--- src/rtl/reg_bank_arbiter.sv ---
// rtl/reg_bank_arbiter.sv - round-robin arbitrated write port onto a small register bank
module reg_bank_arbiter #(
  parameter int WIDTH  = 4,
  parameter int DEPTH  = 4,
  parameter int ADDR_W = $clog2(DEPTH)
) (
  input  logic              clk,
  input  logic              reset,
  input  logic              req0,
  input  logic [ADDR_W-1:0] addr0,
  input  logic [WIDTH-1:0]  data0,
  output logic              ack0,
  input  logic              req1,
  input  logic [ADDR_W-1:0] addr1,
  input  logic [WIDTH-1:0]  data1,
  output logic              ack1,
  input  logic [ADDR_W-1:0] rd_addr,
  output logic [WIDTH-1:0]  rd_data,
  output logic              busy,
  output logic              last_grant
);

  typedef enum logic [1:0] {IDLE, WRITE, ACK} state_t;

  state_t              state;
  logic [WIDTH-1:0]    bank [DEPTH];
  logic [ADDR_W-1:0]   wr_addr;
  logic [WIDTH-1:0]    wr_data;
  logic                sel;
  logic                winner;

  // On a tie the port that did not win last time goes next.
  always_comb begin
    winner = 1'b0;
    if (req0 && req1) winner = ~last_grant;
    else              winner = req1;
  end

  always_ff @(posedge clk) begin
    if (reset) begin
      state      <= IDLE;
      for (int i = 0; i < DEPTH; i++) bank[i] <= '0;
      ack0       <= 1'b0;
      ack1       <= 1'b0;
      busy       <= 1'b0;
      last_grant <= 1'b1;
      sel        <= 1'b0;
      wr_addr    <= '0;
      wr_data    <= '0;
    end else begin
      case (state)
        IDLE: begin
          if (req0 || req1) begin
            state      <= WRITE;
            busy       <= 1'b1;
            sel        <= winner;
            last_grant <= winner;
            wr_addr    <= winner ? addr1 : addr0;
            wr_data    <= winner ? data1 : data0;
          end
        end
        WRITE: begin
          bank[wr_addr] <= wr_data;
          ack0          <= ~sel;
          ack1          <= sel;
          state         <= ACK;
        end
        ACK: begin
          ack0  <= 1'b0;
          ack1  <= 1'b0;
          busy  <= 1'b0;
          state <= IDLE;
        end
        default: begin
          ack0  <= 1'b0;
          ack1  <= 1'b0;
          busy  <= 1'b0;
          state <= IDLE;
        end
      endcase
    end
  end

  assign rd_data = bank[rd_addr];

endmodule

--- config.mk ---
export PLATFORM = sky130hd
export DESIGN_NAME = reg_bank_arbiter
export DESIGN_NICKNAME = d
export VERILOG_FILES = /design/src/rtl/reg_bank_arbiter.sv
export SDC_FILE = /design/constraint.sdc
export NUM_CORES = 1
export LEC_CHECK = 0
export CAP_MARGIN = 25
export CORE_AREA = 8 8 75 77
export CTS_CLUSTER_SIZE = 16
export DETAILED_ROUTE_END_ITERATION = 10
export DIE_AREA = 0 0 83 85
export PLACE_DENSITY = 0.57
export SYNTH_ARGS = -nofsm -noshare
export SYNTH_HDL_FRONTEND = slang
export SYNTH_SLANG_ARGS = --single-unit
--- constraint.sdc ---
create_clock -name clk -period 2.35 [get_ports clk]
set_input_delay 0.705 -clock clk [delete_from_list [all_inputs] [get_ports clk]]
set_output_delay 0.705 -clock clk [all_outputs]
set_load 0.1 [all_outputs]
## After elaboration in Yosys (flattened, before gate mapping)

Memory sizes are Yosys's and may differ from the RTL's.
Index checks and enable logic that the tools add are counted.

- Memories: 1
- Bits in registers: 13
- Memory bits (writable): 16
- Output and inout bits: 8
- Input port bits: 18
- Logic and storage cells: 37

- Bitwise logic cells: 3
- Muxes and demuxes: 17
- Equal/unequal tests: 2
- Reductions and logical operators: 6

Memory list:

| memory | words | bits a word | rd ports | clocked after Yosys merged registers in | write ports | line | source |
|---|---|---|---|---|---|---|---|
| bank | 4 | 4 | 1 | 0 | 4 | 26 | `logic [WIDTH-1:0] bank [DEPTH];` |

Operator list:

| operator | count |
|---|---|
| 2-to-1 mux 1 bit | 8 |
| 2-to-1 mux 4 bit | 2 |
| 2-to-1 mux 2 bit | 3 |
| one-hot mux 1 bit (2 select lines) | 3 |
| one-hot mux 2 bit (2 select lines) | 1 |
| AND reduction 2 bit | 2 |
| OR reduction 4 bit | 1 |
| inverter 1 bit | 3 |
| equality test 2 x 1 -> 1 bit (second input constant) | 1 |
| zero test 2 bit | 1 |
| != test 2 bit (second input constant) | 1 |
| logical AND 1 bit | 1 |
| logical OR 1 bit | 1 |

## Depth between registers and ports, before layout

Gate-level depths: netlist of the first run.

- Depth after elaboration: 6
- Gate-level depth with buffers: 5
- Mapped depth without buffers: 3

## Least setup slack after synthesis of the first run

OpenSTA, ideal clock, no wires.

- Path type: input to output
- Start point: in rd_addr[0]
- End point: out rd_data[0]
- Arrival: 1.455 ns
- Path buffers: 0
- Required time: 1.645 ns
- Slack: 0.190 ns
- Stages on the path: 1
- Cells stage by stage: mux4_2

- Longest elaborated chain between the ends: 1

RTL lines:

| element | line | source |
|---|---|---|
| from (decl) | 17 | `input logic [ADDR_W-1:0] rd_addr,` |
| memory (4 x 4 bit) | -- |  |
| to (decl) | 18 | `output logic [WIDTH-1:0] rd_data,` |

No other way between the ends.

## Worst setup path after layout of the first run

- Start point: in rd_addr[0]
- End point: out rd_data[1]

Same word-level chain as after synthesis.

==> impl_metrics.ini, run 1 <==
[yosys]
async_reset_ff_frac = 0
synth_edf_count = 16
syn_inst = 101
synthTopCellsByCount = 16 x edfxtp_1, 13 x and2_1, 13 x dfxtp_1, 9 x a21oi_1, 8 x mux2i_1
syn_avg_cell_area_um2 = 13.2
ys_warn_count = 0
synthesis.nets = 119
synth_area_leaders = edfxtp_1 36%, dfxtp_1 20%, mux4_2 6.8%
yosysTopAreaCellShare = 0.361
synthFlopType = edfxtp_1
yosysSeqAreaShare = 0.556
synth.cell_area_mm2 = 0.00133
synth.distinct_cells = 25
synthMostInstantiatedCell = edfxtp_1
synth_area_leader_cell = edfxtp_1
synth-seq-cells = 29

[finish]
fin_nets = 148
num_antenna_cells = 0
final_util = 0.388
final_cell_area_mm2 = 0.00176
drive_above_1_share = 0.267
area_delta_synth_final_pct = 32.1

[sta]
skew_ps = 5.24
fmax_ghz = 0.434
hold_viol = 0
finalSetupViolations = 0
rsz0062_at_grt = no
period_minus_slack_ps = 2300
min_period_over_period = 0.980
relSlewSlack = 0.536
worst_pin_slew_ps = 693
drv_slew = 0
setup_slack_ps = 47.5
setup_tns_ps = 0

[drt]
met2WireLength_mm = 1.27
vias_per_cell = 4.63
top_layer = met4
drtIter0Drc = 40
wl_met3_um = 190
routed_wl_mm = 2.60
via_count = 857
drc = 0
first_pass_iters = 3
wl_met1_mm = 1.10
ant_nets = 0
drt-wirelength-per-cell_um = 14.0

[run]
cap_violations = 0

[grt]
grt_usage = 0.0793
grt_pass1_wl_mm = 4.49
antenna_found_initial = 0
grt_start_max_net_pins = 17
grt_pass1_vias = 925
overflow = 0

[place]
dpl.hpwl_mm = 2.05
gp_congestion = 0.704
post_dp_cell_area_mm2 = 0.00166
dp_slack_ps = -450
port_buffers = 25

[floorplan]
io_pins = 26
die-area_mm2 = 0.00706
row_count = 25
core_mm2 = 0.00454
die_y_um = 85
die_x_um = 83
start_util = 0.294

[cts]
root_buffer = clkbuf_8
cts.sinks = 29
insertion_delay_ps = 280
cts_buffer_depth = 2
cts_hold_buf = 0
post-cts-setup-buffers = 0
cts-resized-gates = 5
htreeDepth = 2
cts_tree = built
clk_pin_slew_worst_paths_ps = 60
cts-buffers-inserted = 5

[power_and_ir_drop]
peakVddDrop_v = 0.000427
powerDensity_mw_per_mm2 = 774
p_leak_nw = 0.686

[critical_path]
end_kind = output port
crit_required_ps = 1640
critical_path_class = input pin to output port
arrival_ps = 1600
crit_fanout = 4
setup.worst_path.start_class = input pin

[run_status]
status = finished clean

[hold_path]
holdCritPathClass = flip-flop to flip-flop
## final timing paths
kind	start	end	slack, ps	depth (start not counted)
worst min register to register	busy	busy	470	2
worst max-delay path	rd_addr[0]	rd_data[1]	50	3
worst max register to register	state[0]	wr_addr[1]	810	3
worst min-delay path	busy	busy	470	2
## metal layers
metal  vias up  GRT usage
met2        24      0.138
met1       394     0.0790
met4         0     0.0335
met3         4     0.0383
li1        435          -
met5         -          0
## state kept, by name, summed over array words and instances (netlist names)
| register | count |
|---|---|
| state | 2 |
| last_grant | 1 |
| sel | 1 |
| ack1 | 1 |
| bank | 16 |
| wr_data | 4 |
| busy | 1 |
| ack0 | 1 |
| wr_addr | 2 |
## critical path, stage by stage
cell and delay (ps):
buf_2 150, mux4_2 550, buf_12 190
## cell families (layout without fill, tap and decap cells)
kind of cell / Yosys count / in the layout / share of synthesized area
muxes: 12 / 12 / 0.128
DFF: 29 / 29 / 0.556
buffers and inverters: 7 / 37 / 0.0320
AOI/OAI and AO/OA: 19 / 19 / 0.124
and+or+nand+nor: 34 / 34 / 0.160
## cell usage in the layout, fill, tap and decap left out
cell	netlist	final
edfxtp_1	16	16
clkdlybuf4s50_1	0	15
and2_1	13	13
dfxtp_1	13	13
a21oi_1	9	9
mux2i_1	8	8
a211oi_2	6	6
buf_4	0	6
clkbuf_8	0	5
mux4_2	4	4
and3_1	4	4
buf_12	0	4
nor2_1	3	3
or2_2	3	3
nand2_1	3	3
and4b_1	2	2
inv_1	2	2
nor3_1	2	2
and4bb_2	1	1
a41o_1	1	1
or2_1	1	1
and3_2	1	1
o21bai_1	1	1
and2_4	1	1
a21boi_4	1	1
a21o_2	1	1
clkinv_1	0	1
bufinv_16	0	1
clkbuf_1	2	1
buf_2	1	1
dlygate4sd2_1	0	1
## per-stage QoR
stage | hold WS [ps] | cells | total power, mW
floorplan | 471 | 101 | 0.796
global placement | 462 | 177 | 0.887
detailed placement | 462 | 177 | 0.892
CTS | 472 | 185 | 1.39
global route | 491 | 185 | 1.42
finish | 466 | 185 | 1.36
## area by class of cell
cell class,instances,area [µm²]
multi-input combinational,65,548
tap,54,67.6
sequential,29,741
timing repair buffer,27,289
fill,418,2780
inverter,2,7.51
clock inverter,2,33.8
clock buffer,6,72.6
## report_power, final
group / switching [mW] / total, mW / internal (mW)
Clock: 0.174 / 0.486 / 0.312
Combinational: 0.163 / 0.274 / 0.111
Sequential: 0.0302 / 0.602 / 0.572
Total: 0.367 / 1.36 / 0.995
No activity file was read; power rests on OpenSTA's default activity.
==> inputs of run 2 (changes only) <==
--- a/config.mk
+++ b/config.mk
@@ -7,7 +7,6 @@
 export LEC_CHECK = 0
 export CAP_MARGIN = 25
 export CORE_AREA = 8 8 75 77
-export CTS_CLUSTER_SIZE = 16
 export DETAILED_ROUTE_END_ITERATION = 10
 export DIE_AREA = 0 0 83 85
 export PLACE_DENSITY = 0.57
==> results of run 2 <==
Final layout, timing and power as in run 1 (identical DEF).
